**src/rtl/conv_seq_pkg.sv**
```systemverilog
// Shared encodings for the convolution output sequencer: FSM states and
// 2x2 output-map position indices.
package conv_seq_pkg;

  localparam int unsigned NUM_POS = 4;
  localparam int unsigned IDX_W   = 2;

  typedef enum logic [2:0] {
    ST_IDLE   = 3'd0,
    ST_WAIT   = 3'd1,
    ST_SETUP  = 3'd2,
    ST_STROBE = 3'd3,
    ST_GAP    = 3'd4,
    ST_DONE   = 3'd5
  } seq_state_t;

  localparam logic [IDX_W-1:0] POS_00 = 2'd0;
  localparam logic [IDX_W-1:0] POS_01 = 2'd1;
  localparam logic [IDX_W-1:0] POS_10 = 2'd2;
  localparam logic [IDX_W-1:0] POS_11 = 2'd3;

  // One-hot strobe vector for a map position; bit 0 is c00.
  function automatic logic [NUM_POS-1:0] pos_onehot(input logic [IDX_W-1:0] idx);
    pos_onehot = NUM_POS'(1) << idx;
  endfunction

endpackage

```
**src/rtl/acc_narrow.sv**
```systemverilog
// Combinational narrowing of an accumulator word: logical right shift, then
// truncate, or saturate when SEQ_SATURATE_EN is defined.
module acc_narrow #(
  parameter int unsigned ACC_W = 20,
  parameter int unsigned OUT_W = 8,
  parameter int unsigned SHIFT = 0
) (
  input  logic [ACC_W-1:0] acc_data,
  output logic [OUT_W-1:0] res_c,
  output logic             ovf_hit_c
);

  logic [ACC_W-1:0] shifted;

  assign shifted   = acc_data >> SHIFT;
  // Any set bit above the result field means the value does not fit.
  assign ovf_hit_c = |shifted[ACC_W-1:OUT_W];

`ifdef SEQ_SATURATE_EN
  assign res_c = ovf_hit_c ? {OUT_W{1'b1}} : shifted[OUT_W-1:0];
`else
  assign res_c = shifted[OUT_W-1:0];
`endif

endmodule

```
**src/rtl/conv_out_sequencer.sv**
```systemverilog
// Streams a 2x2 accumulator map out as narrowed results with one-hot capture
// strobes. Saturating narrowing and the sticky ovf flag require SEQ_SATURATE_EN.
module conv_out_sequencer
  import conv_seq_pkg::*;
#(
  parameter int unsigned ACC_W = 20,
  parameter int unsigned OUT_W = 8,
  parameter int unsigned SHIFT = 0,
  parameter int unsigned CNT_W = 32
) (
  input  logic             clk,
  input  logic             rst,
  input  logic             start,
  input  logic             acc_valid,
  output logic             acc_ready,
  input  logic [ACC_W-1:0] acc_data,
  output logic [OUT_W-1:0] res_out,
  output logic             c00,
  output logic             c01,
  output logic             c10,
  output logic             c11,
  output logic             busy,
  output logic             done,
  output logic [CNT_W-1:0] cyc_cnt,
  output logic             ovf
);

`ifdef SEQ_SATURATE_EN
  localparam bit SAT_EN = 1'b1;
`else
  localparam bit SAT_EN = 1'b0;
`endif

  seq_state_t         state_q, state_d;
  logic [IDX_W-1:0]   idx_q, idx_d;
  logic [CNT_W-1:0]   run_q, run_d, run_inc;
  logic [NUM_POS-1:0] strobe_d;
  logic               hs;
  logic [OUT_W-1:0]   narrow_res;
  logic               narrow_ovf;

  acc_narrow #(
    .ACC_W (ACC_W),
    .OUT_W (OUT_W),
    .SHIFT (SHIFT)
  ) u_narrow (
    .acc_data  (acc_data),
    .res_c     (narrow_res),
    .ovf_hit_c (narrow_ovf)
  );

  assign hs      = acc_valid & acc_ready;
  assign run_inc = (&run_q) ? run_q : run_q + CNT_W'(1);

  // Next-state, index and running-count logic.
  always_comb begin
    state_d = state_q;
    idx_d   = idx_q;
    run_d   = run_q;
    unique case (state_q)
      ST_IDLE: begin
        if (start) begin
          state_d = ST_WAIT;
          idx_d   = POS_00;
          run_d   = '0;
        end
      end
      ST_WAIT: begin
        run_d = run_inc;
        if (hs) state_d = ST_SETUP;
      end
      ST_SETUP: begin
        run_d   = run_inc;
        state_d = ST_STROBE;
      end
      ST_STROBE: begin
        run_d   = run_inc;
        state_d = ST_GAP;
      end
      ST_GAP: begin
        run_d = run_inc;
        if (idx_q == POS_11) begin
          state_d = ST_DONE;
        end else begin
          state_d = ST_WAIT;
          idx_d   = idx_q + IDX_W'(1);
        end
      end
      ST_DONE: begin
        run_d   = run_inc;
        state_d = ST_IDLE;
      end
      default: state_d = ST_IDLE;
    endcase
  end

  // Strobe for the position being presented; idx is stable through STROBE.
  assign strobe_d = (state_d == ST_STROBE) ? pos_onehot(idx_q) : '0;

  // Outputs are registered from next-state so they line up with the state they describe.
  always_ff @(posedge clk) begin
    if (rst) begin
      state_q   <= ST_IDLE;
      idx_q     <= '0;
      run_q     <= '0;
      res_out   <= '0;
      c00       <= 1'b0;
      c01       <= 1'b0;
      c10       <= 1'b0;
      c11       <= 1'b0;
      acc_ready <= 1'b0;
      busy      <= 1'b0;
      done      <= 1'b0;
      cyc_cnt   <= '0;
      ovf       <= 1'b0;
    end else begin
      state_q   <= state_d;
      idx_q     <= idx_d;
      run_q     <= run_d;
      c00       <= strobe_d[0];
      c01       <= strobe_d[1];
      c10       <= strobe_d[2];
      c11       <= strobe_d[3];
      acc_ready <= (state_d == ST_WAIT);
      busy      <= (state_d != ST_IDLE);
      done      <= (state_d == ST_DONE);
      if (hs) res_out <= narrow_res;
      if (state_q == ST_DONE) cyc_cnt <= run_d;
      ovf       <= ovf | (hs & SAT_EN & narrow_ovf);
    end
  end

endmodule

```
**config.mk**
```make
export PLATFORM = sky130hd
export DESIGN_NAME = conv_out_sequencer
export DESIGN_NICKNAME = d
export VERILOG_FILES = /design/src/rtl/conv_seq_pkg.sv /design/src/rtl/acc_narrow.sv /design/src/rtl/conv_out_sequencer.sv
export SDC_FILE = /design/constraint.sdc
export NUM_CORES = 1
export LEC_CHECK = 0
export ABC_AREA = 1
export CAP_MARGIN = 10
export CORE_MARGIN = 3
export CORE_UTILIZATION = 49
export CTS_BUF_LIST = sky130_fd_sc_hd__clkbuf_16
export DETAILED_ROUTE_END_ITERATION = 8
export GPL_TIMING_DRIVEN = 0
export HOLD_SLACK_MARGIN = 0.06
export PLACE_DENSITY = 0.76
export SLEW_MARGIN = 20
export SYNTH_ARGS = -nofsm -noshare
export SYNTH_HDL_FRONTEND = slang
export SYNTH_SLANG_ARGS = --single-unit
```
**constraint.sdc**
```tcl
create_clock -name clk -period 1.5 [get_ports clk]
set_input_delay 0.45 -clock clk [delete_from_list [all_inputs] [get_ports clk]]
set_output_delay 0.45 -clock clk [all_outputs]
set_load 0.05 [all_outputs]
```
==> Flow_metrics.wiki, run 1 <==
{| class="wikitable"
! Metric !! Value
|-
| Outcome || finished with violations
|-
| Violated checks || negative setup slack
|-
| Dominant cell type by area after synthesis || sky130_fd_sc_hd__dfxtp_1
|-
| Effective utilization at floorplan || 50.9%
|-
| Post-Synthesis Cells || 656
|-
| Post-Syn Nets || 682
|-
| Mean Syn Cell Area || 6.80 sq um
|-
| Highest net fanout along the worst path || 10
|-
| Number of iterations in the first detailed-routing pass || 5
|-
| Total Power Consumption || 5.11 mW
|-
| Ant. Diodes || 0
|-
| Global-route congestion overflow total || 0
|-
| Leading cell types by total area after synthesis || sky130_fd_sc_hd__dfxtp_1 (38%), sky130_fd_sc_hd__nand2_1 (17%), sky130_fd_sc_hd__nor2_1 (6.5%)
|-
| Maximum clock skew at final layout || 0.0103 ns
|-
| Gp weighted congestion || 0.949
|-
| Nets@finish || 771
|-
| Number of buffers inserted during clock tree synthesis || 9
|-
| Crit share post-route || 110%
|-
| Htree depth || 3
|-
| Worst endpoint required time || 1.78 ns
|-
| Core outline area || 8760 sq um
|-
| Total of flip-flops plus latches after synthesis || 84
|-
| Asr flop ratio synth || 0%
|-
| Dominant cell by count in the synthesized netlist || sky130_fd_sc_hd__nand2_1
|-
| Clock transition at path regs || 0.07 ns
|-
| DIE WIDTH || 101 microns
|-
| Most numerous cell types in the synthesized netlist || sky130_fd_sc_hd__nand2_1 (206), sky130_fd_sc_hd__dfxtp_1 (84), sky130_fd_sc_hd__nor2_1 (77)
|-
| Max-slew violation total from the final report || 0
|-
| Num ports || 72
|-
| Clock tree from TritonCTS || yes
|-
| Arr. time, crit path || 1.93 ns
|-
| Drt first-iter violations || 186
|-
| Part of the Yosys area used for sequential elements || 37.7%
|-
| WL met3 || 652 microns
|-
| Port bufs || 57
|-
| Final hold violation count || 0
|-
| Routed WL per cell || 15.3 microns
|-
| Worst hold slack after final layout || 0.481 ns
|-
| Die Ht || 101 microns
|-
| Slew headroom || 58.8%
|-
| Total half-perimeter wirelength after legalization and detailed placement || 9070 microns
|-
| Worst setup EP type || flop
|-
| Area of the die || 10300 sq um
|-
| Clock period minus final worst setup slack || 1.64 ns
|-
| Count of cell types in the netlist || 30
|-
| Clock Path Buffers || 2
|-
| Wire length on met2 || 6520 microns
|-
| Startpoint types || flop
|-
| Routed wire length || 13100 microns
|-
| Area of the mapped netlist || 4460 sq um
|-
| Number of enable flip-flop cells after synthesis || 0
|-
| Top routing layer in use || met4
|-
| Maximum vdd ir drop || 0.000508 V
|-
| Max-cap violations || 0
|-
| Clock latency at the later pin of the worst-skew pair || 0.34 ns
|-
| Setup repair after global routing missed its margin || yes
|-
| Synth warn || 0
|-
| Largest net degree at the start of global routing || 16
|-
| Area grow syn2layout || 34.3%
|-
| Via density per instance || 5.25
|-
| Number of placed instances with taps included || 821
|-
| Length of routed wiring on met1 || 5590 microns
|-
| Clock sinks || 84
|-
| Start-to-end type of the worst setup path || reg2reg
|-
| Worst hold path type || reg2reg
|-
| Portion of synthesized cell area occupied by the leading cell type || 37.7%
|-
| Pin slew with the least headroom to its limit || 0.618 ns
|-
| Static Leakage || 2.72 nW
|-
| Setup ws final || -0.145 ns
|-
| Total of endpoints with negative setup slack in the final report || 63
|-
| Global-route wire length before repair || 20200 microns
|-
| Vias in the first global route || 4221
|-
| Initial antenna violation count || 0
|-
| DRC violation count after routing || 0
|-
| Clock Tree Root || sky130_fd_sc_hd__clkbuf_16
|-
| Cell Rows || 34
|-
| Achievable frequency || 608 MHz
|-
| Overall Global Routing Usage || 24.9%
|-
| Proportion of layout cells with a drive suffix above 1 || 35.5%
|-
| Number of buffers inserted by hold repair at cts || 0
|-
| Power per unit of standard cell area || 852 nW/um^2
|-
| Post-DRT Antenna Nets || 0
|-
| Most common flop cell mapped by yosys || sky130_fd_sc_hd__dfxtp_1
|-
| Total via count in the routed design || 4508
|-
| Count of placed standard cells in the final layout, fillers left out || 858
|}
[state kept, by name (all words and copies together), names as in the netlist, 2 cells and up]
name and flops:
res_out 8, state_q 3, cyc_cnt 32, run_q 32, idx_q 2
[final timing paths]
path / from / endpoint / slack, ns / cells past startpoint
worst max register to register: run_q[1] / cyc_cnt[31] / -0.14 / 12
worst min-delay path: res_out[3] / res_out[3] / 0.48 / 2
worst max-delay path: run_q[1] / cyc_cnt[31] / -0.14 / 12
worst min register to register: res_out[3] / res_out[3] / 0.48 / 2
[repair_timing]
item / CTS / global route
pin swaps: 5 / 14
hold endpoints to repair: 0 / 0
resized for setup: 236 / 158
setup buffers: 7 / 13
cloned: 0 / 1
endpoints found under the setup margin: 114 / 97
[layer usage]
layer / up-vias / track usage, %
met3: 32 / 4.06
met1: 2075 / 30.9
met5: - / 0
li1: 2257 / -
met4: 0 / 10.5
met2: 144 / 42.8
[stage by stage]
stage	util (%)	instance area [sq um]	setup TNS, ns	worst slack (ns)
global placement	59.2	5190	-23.62	-0.466
CTS	65.2	5720	-3.44	-0.0990
floorplan	-	4480	0	0.0130
global route	68.4	5990	-11.32	-0.247
detailed placement	59.2	5190	-26.40	-0.521
finish	68.4	5990	-6.05	-0.145
[worst max-delay path: stages, from the launching register on]
cell and delay [ns]:
sky130_fd_sc_hd__dfxtp_4 0.38, sky130_fd_sc_hd__ha_4 0.18, sky130_fd_sc_hd__inv_6 0.05, sky130_fd_sc_hd__nor2_8 0.11, sky130_fd_sc_hd__nand2_4 0.09, sky130_fd_sc_hd__nor2_8 0.12, sky130_fd_sc_hd__nand3_4 0.15, sky130_fd_sc_hd__buf_12 0.19
sky130_fd_sc_hd__nand3_2 0.07, sky130_fd_sc_hd__nand2_2 0.07, sky130_fd_sc_hd__nand3_2 0.08, sky130_fd_sc_hd__nand2_1 0.05, sky130_fd_sc_hd__inv_1 0.04
[cell families (layout without fill, tap and decap cells)]
group                      count (synthesis)  in the layout  share of synthesized area, %
xor gates and xnor gates                   5              5                         0.981
DFF                                       84             84                          37.7
and+or+nand+nor                          380            380                          39.3
AOI/OAI and AO/OA                         86             86                          11.4
buffers and inverters                     98            192                          9.98
other                                      1              1                        0.0840
adders and majority gates                  2              2                         0.561
[power breakdown]
part           internal, mW  total, mW  switching, mW  leakage, nW
Sequential             2.26       2.29         0.0274        0.693
Clock                  1.30       2.25          0.953        0.146
Combinational         0.186      0.567          0.381         1.88
Total                  3.75       5.11           1.36         2.72
[cells in the final DEF, fill, tap and decap left out, types with 7 or more instances in the layout]
master                            netlist  routed
sky130_fd_sc_hd__nand2_4                1       7
sky130_fd_sc_hd__buf_6                  7       7
sky130_fd_sc_hd__a21oi_2                0      14
sky130_fd_sc_hd__nand2_1              206     169
sky130_fd_sc_hd__nor2_4                 1      13
sky130_fd_sc_hd__nand2_2                2      33
sky130_fd_sc_hd__clkbuf_1              10       7
sky130_fd_sc_hd__nand3_4                1       9
sky130_fd_sc_hd__nand3_1               54      41
sky130_fd_sc_hd__nand3_2               27      32
sky130_fd_sc_hd__buf_4                  2      23
sky130_fd_sc_hd__o21ai_0               18      14
sky130_fd_sc_hd__dfxtp_1               84      59
sky130_fd_sc_hd__clkbuf_16              0      10
sky130_fd_sc_hd__clkdlybuf4s50_1        0      10
sky130_fd_sc_hd__buf_2                  6      42
sky130_fd_sc_hd__a21oi_1               36      22
sky130_fd_sc_hd__inv_1                 69      65
sky130_fd_sc_hd__o21a_1                32      32
sky130_fd_sc_hd__dfxtp_2                0      20
sky130_fd_sc_hd__nor2_1                77      51
sky130_fd_sc_hd__nor2_2                 1      15
[area by class of cell]
| class | count | area, sq um |
|---|---|---|
| buffer | 26 | 221 |
| clock buffer | 9 | 225 |
| clock inverter | 7 | 73.8 |
| fill | 757 | 2770 |
| inverter | 72 | 280 |
| multi-input combinational | 474 | 2780 |
| sequential | 84 | 1730 |
| tap | 108 | 135 |
| timing repair buffer | 78 | 552 |
(Power assumes the default switching activity.)
==> run 2, diff against run 1 <==
--- a/config.mk
+++ b/config.mk
@@ -10,11 +10,12 @@
 export CORE_MARGIN = 3
 export CORE_UTILIZATION = 49
 export CTS_BUF_LIST = sky130_fd_sc_hd__clkbuf_16
+export CTS_CLUSTER_DIAMETER = 30
 export DETAILED_ROUTE_END_ITERATION = 8
 export GPL_TIMING_DRIVEN = 0
 export HOLD_SLACK_MARGIN = 0.06
 export PLACE_DENSITY = 0.76
-export SLEW_MARGIN = 20
+export SLEW_MARGIN = 10
 export SYNTH_ARGS = -nofsm -noshare
 export SYNTH_HDL_FRONTEND = slang
 export SYNTH_SLANG_ARGS = --single-unit
==> results of run 2 <==
No change in the layout: final DEF, timing and power equal those of run 1.
==> run 3, diff against run 2 <==
--- a/config.mk
+++ b/config.mk
@@ -5,16 +5,15 @@
 export SDC_FILE = /design/constraint.sdc
 export NUM_CORES = 1
 export LEC_CHECK = 0
-export ABC_AREA = 1
 export CAP_MARGIN = 10
 export CORE_MARGIN = 3
-export CORE_UTILIZATION = 49
+export CORE_UTILIZATION = 47
 export CTS_BUF_LIST = sky130_fd_sc_hd__clkbuf_16
 export CTS_CLUSTER_DIAMETER = 30
 export DETAILED_ROUTE_END_ITERATION = 8
 export GPL_TIMING_DRIVEN = 0
 export HOLD_SLACK_MARGIN = 0.06
-export PLACE_DENSITY = 0.76
+export PLACE_DENSITY = 0.75
 export SLEW_MARGIN = 10
 export SYNTH_ARGS = -nofsm -noshare
 export SYNTH_HDL_FRONTEND = slang
==> Flow_metrics.wiki, run 3 <==
{| class="wikitable"
! Metric !! Value
|-
| Die Ht || 97.8 microns (-3.6%)
|-
| Global-route wire length before repair || 24500 microns (+21%)
|-
| Area of the mapped netlist || 3960 sq um (-11%)
|-
| Number of enable flip-flop cells after synthesis || 0 (unchanged)
|-
| Mean Syn Cell Area || 8.27 sq um (+22%)
|-
| Power per unit of standard cell area || 760 nW/um^2 (-11%)
|-
| Vias in the first global route || 4623 (+9.5%)
|-
| Cell Rows || 32 (-5.9%)
|-
| Maximum clock skew at final layout || 0.00644 ns (-0.00381 ns)
|-
| Ant. Diodes || 0 (unchanged)
|-
| Area of the die || 9570 sq um (-7.0%)
|-
| Part of the Yosys area used for sequential elements || 42.4% (+4.8 points)
|-
| Asr flop ratio synth || 0% (unchanged)
|-
| Registers with the most flip-flops || cyc_cnt (32), run_q (32), res_out (8)
|-
| Top library cells by usage in the layout, fill and taps aside || sky130_fd_sc_hd__buf_4 (71), sky130_fd_sc_hd__dfxtp_1 (55), sky130_fd_sc_hd__nand2_1 (52), sky130_fd_sc_hd__nor2_1 (46), sky130_fd_sc_hd__buf_2 (40)
|-
| Worst setup EP type || flop
|-
| Outcome || finished with violations
|-
| Worst-case register-to-register setup slack || -0.73 ns (-0.59 ns)
|-
| Htree depth || 3 (unchanged)
|-
| Clock Path Buffers || 2 (unchanged)
|-
| Most common flop cell mapped by yosys || sky130_fd_sc_hd__dfxtp_1
|-
| Gp weighted congestion || 0.938 (-1.1%)
|-
| Achievable frequency || 448 MHz (-26%)
|-
| Start-to-end type of the worst setup path || reg2reg
|-
| Total of endpoints with negative setup slack in the final report || 66 (+4.8%)
|-
| Pin slew with the least headroom to its limit || 0.842 ns (+0.224 ns)
|-
| Largest net degree at the start of global routing || 13 (-3)
|-
| Post-Syn Nets || 505 (-26%)
|-
| Count of cell types in the netlist || 57 (+90%)
|-
| Nets@finish || 662 (-14%)
|-
| Post-placement setup slack || -1.10 ns (-0.583 ns)
|-
| Static Leakage || 2.50 nW (-8.3%)
|-
| Synth warn || 0 (unchanged)
|-
| Global-route congestion overflow total || 0 (unchanged)
|-
| Worst hold path type || reg2reg
|-
| Number of iterations in the first detailed-routing pass || 8 (+3)
|-
| Routed wire length || 17200 microns (+31%)
|-
| Worst hold slack after final layout || 0.457 ns (-0.0241 ns)
|-
| Portion of synthesized cell area occupied by the leading cell type || 42.4% (+4.8 points)
|-
| Clock latency at the later pin of the worst-skew pair || 0.35 ns (about the same)
|-
| Max-slew violation total from the final report || 0 (unchanged)
|-
| Total via count in the routed design || 4851 (+7.6%)
|-
| Area grow syn2layout || 63.7%
|-
| Effective utilization at floorplan || 49.7% (-1.2 points)
|-
| Clock period minus final worst setup slack || 2.23 ns (+0.588 ns)
|-
| Dominant cell by count in the synthesized netlist || sky130_fd_sc_hd__dfxtp_1
|-
| Proportion of layout cells with a drive suffix above 1 || 50.3% (+15 points)
|-
| DIE WIDTH || 97.8 microns (-3.6%)
|-
| Final Core Density || 81.4% (+13 points)
|-
| Number of buffers inserted during clock tree synthesis || 9 (unchanged)
|-
| Total of flip-flops plus latches after synthesis || 84 (unchanged)
|-
| Setup ws final || -0.732 ns (-0.588 ns)
|-
| Post-DRT Antenna Nets || 0 (unchanged)
|-
| Arr. time, crit path || 2.49 ns (+0.56 ns)
|-
| Final hold violation count || 0 (unchanged)
|-
| Maximum vdd ir drop || 0.000697 V (+37%)
|-
| Max-cap violations || 0 (unchanged)
|-
| Total Power Consumption || 4.93 mW (-3.6%)
|-
| Setup repair after global routing missed its margin || yes
|-
| Port bufs || 57 (unchanged)
|-
| Clock tree from TritonCTS || yes
|-
| Leading cell types by total area after synthesis || sky130_fd_sc_hd__dfxtp_1 (42%), sky130_fd_sc_hd__nand2_1 (5.8%), sky130_fd_sc_hd__nor2_1 (5.1%)
|-
| Violated checks || negative setup slack
|-
| Slew headroom || 43.8% (-15 points)
|-
| Total half-perimeter wirelength after legalization and detailed placement || 8270 microns (-8.9%)
|-
| Drt first-iter violations || 443 (+140%)
|-
| Post-Synthesis Cells || 479 (-27%)
|-
| Most common library cell in the layout ignoring fill and taps || sky130_fd_sc_hd__buf_4
|-
| Worst endpoint required time || 1.76 ns (-0.02 ns)
|-
| Core outline area || 7970 sq um (-9.1%)
|-
| Most numerous cell types in the synthesized netlist || sky130_fd_sc_hd__dfxtp_1 (84), sky130_fd_sc_hd__nand2_1 (61), sky130_fd_sc_hd__nor2_1 (54)
|-
| Clock sinks || 84 (unchanged)
|-
| Initial antenna violation count || 0 (unchanged)
|-
| Highest net fanout along the worst path || 5 (-5)
|-
| Clock transition at path regs || 0.06 ns (about the same)
|-
| Dominant cell type by area after synthesis || sky130_fd_sc_hd__dfxtp_1
|-
| Clock Tree Root || sky130_fd_sc_hd__clkbuf_16
|-
| Startpoint types || flop
|-
| Routed WL per cell || 23.2 microns (+52%)
|-
| Crit share post-route || 149% (+39 points)
|-
| Number of buffers inserted by hold repair at cts || 0 (unchanged)
|-
| Num ports || 72 (unchanged)
|-
| DRC violation count after routing || 0 (unchanged)
|-
| Via density per instance || 6.54 (+24%)
|-
| Overall Global Routing Usage || 32.1% (+7.2 points)
|}
==> run 3: cell count changes in the layout (fill, tap and decap cells not counted), sizes merged, moves of 12 or more <==
cell    delta
buf       +70
nand2    -147
a211oi    +25
o21a      -31
a311oi    +12
nand3     -60
nor2      -27
inv       -68
==> run 3: metal layers <==
layer / track usage, % / up-vias / wire, microns
li1: - / 2059 / -
met5: 0 / - / 0
met1: 37.3 / 2283 / 6080
met2: 51.1 / 383 / 8230
met3: 11.8 / 126 / 1710
met4: 17.9 / 0 / 1230
==> run 3: cell type report <==
type / instances / area, sq um
multi-input cells: 355 / 2870
flip-flops and latches: 84 / 1750
fillers: 434 / 1480
repair buffers: 153 / 1230
plain buffers: 31 / 254
clock buffers: 9 / 225
well taps: 102 / 128
clock inverters: 6 / 25.0
inverters: 2 / 7.51
==> run 3: cells by family after synthesis <==
group,after synthesis,synth area share (%)
DFF,84,42.4
muxes,2,0.505
buffers and inverters,40,4.45
AOI/OAI and AO/OA,130,22.4
other,1,0.0946
adders and majority gates,2,0.631
and+or+nand+nor,201,25.3
xor gates and xnor gates,19,4.20
==> run 3: report_power, final <==
group | total, mW | leakage, nW | switching (mW) | internal, mW
sequential | 2.26 | 0.697 | 0.0264 | 2.23
combinational | 0.719 | 1.67 | 0.459 | 0.260
clock | 1.95 | 0.133 | 0.866 | 1.08
==> run 3: what timing repair did <==
item	4_1_cts	5_1_grt
setup buffers	61	37
setup endpoints to repair	114	109
cloned	1	0
endpoints found under the hold margin	0	0
resized for setup	291	162
pin swaps	60	58
==> run 3: path summary, 6_finish.rpt <==
kind | from | end | depth (start not counted)
hold / removal | cyc_cnt[3] | cyc_cnt[3] | 2
setup / recovery | run_q[0] | cyc_cnt[12] | 9
setup reg to reg | run_q[0] | cyc_cnt[12] | 9
hold reg to reg | cyc_cnt[3] | cyc_cnt[3] | 2
==> run 3: critical path, stage by stage (launching register included) <==
cell and delay (ns):
sky130_fd_sc_hd__dfxtp_4 0.38, sky130_fd_sc_hd__ha_4 0.15, sky130_fd_sc_hd__nand4_1 0.21, sky130_fd_sc_hd__nor4_4 0.40
sky130_fd_sc_hd__buf_4 0.18, sky130_fd_sc_hd__and3_4 0.24, sky130_fd_sc_hd__buf_4 0.13, sky130_fd_sc_hd__o311a_1 0.20
sky130_fd_sc_hd__a21oi_2 0.07, sky130_fd_sc_hd__a211oi_2 0.18
==> run 3: metrics by stage <==
step | std cells | area, sq um | setup TNS, ns
2_1_floorplan | 479 | 4170 | -14.33
3_3_place_gp | 638 | 4870 | -47.66
3_5_place_dp | 638 | 4870 | -51.83
4_1_cts | 712 | 6130 | -21.87
5_1_grt | 742 | 6490 | -39.88
6_report | 742 | 6490 | -36.70
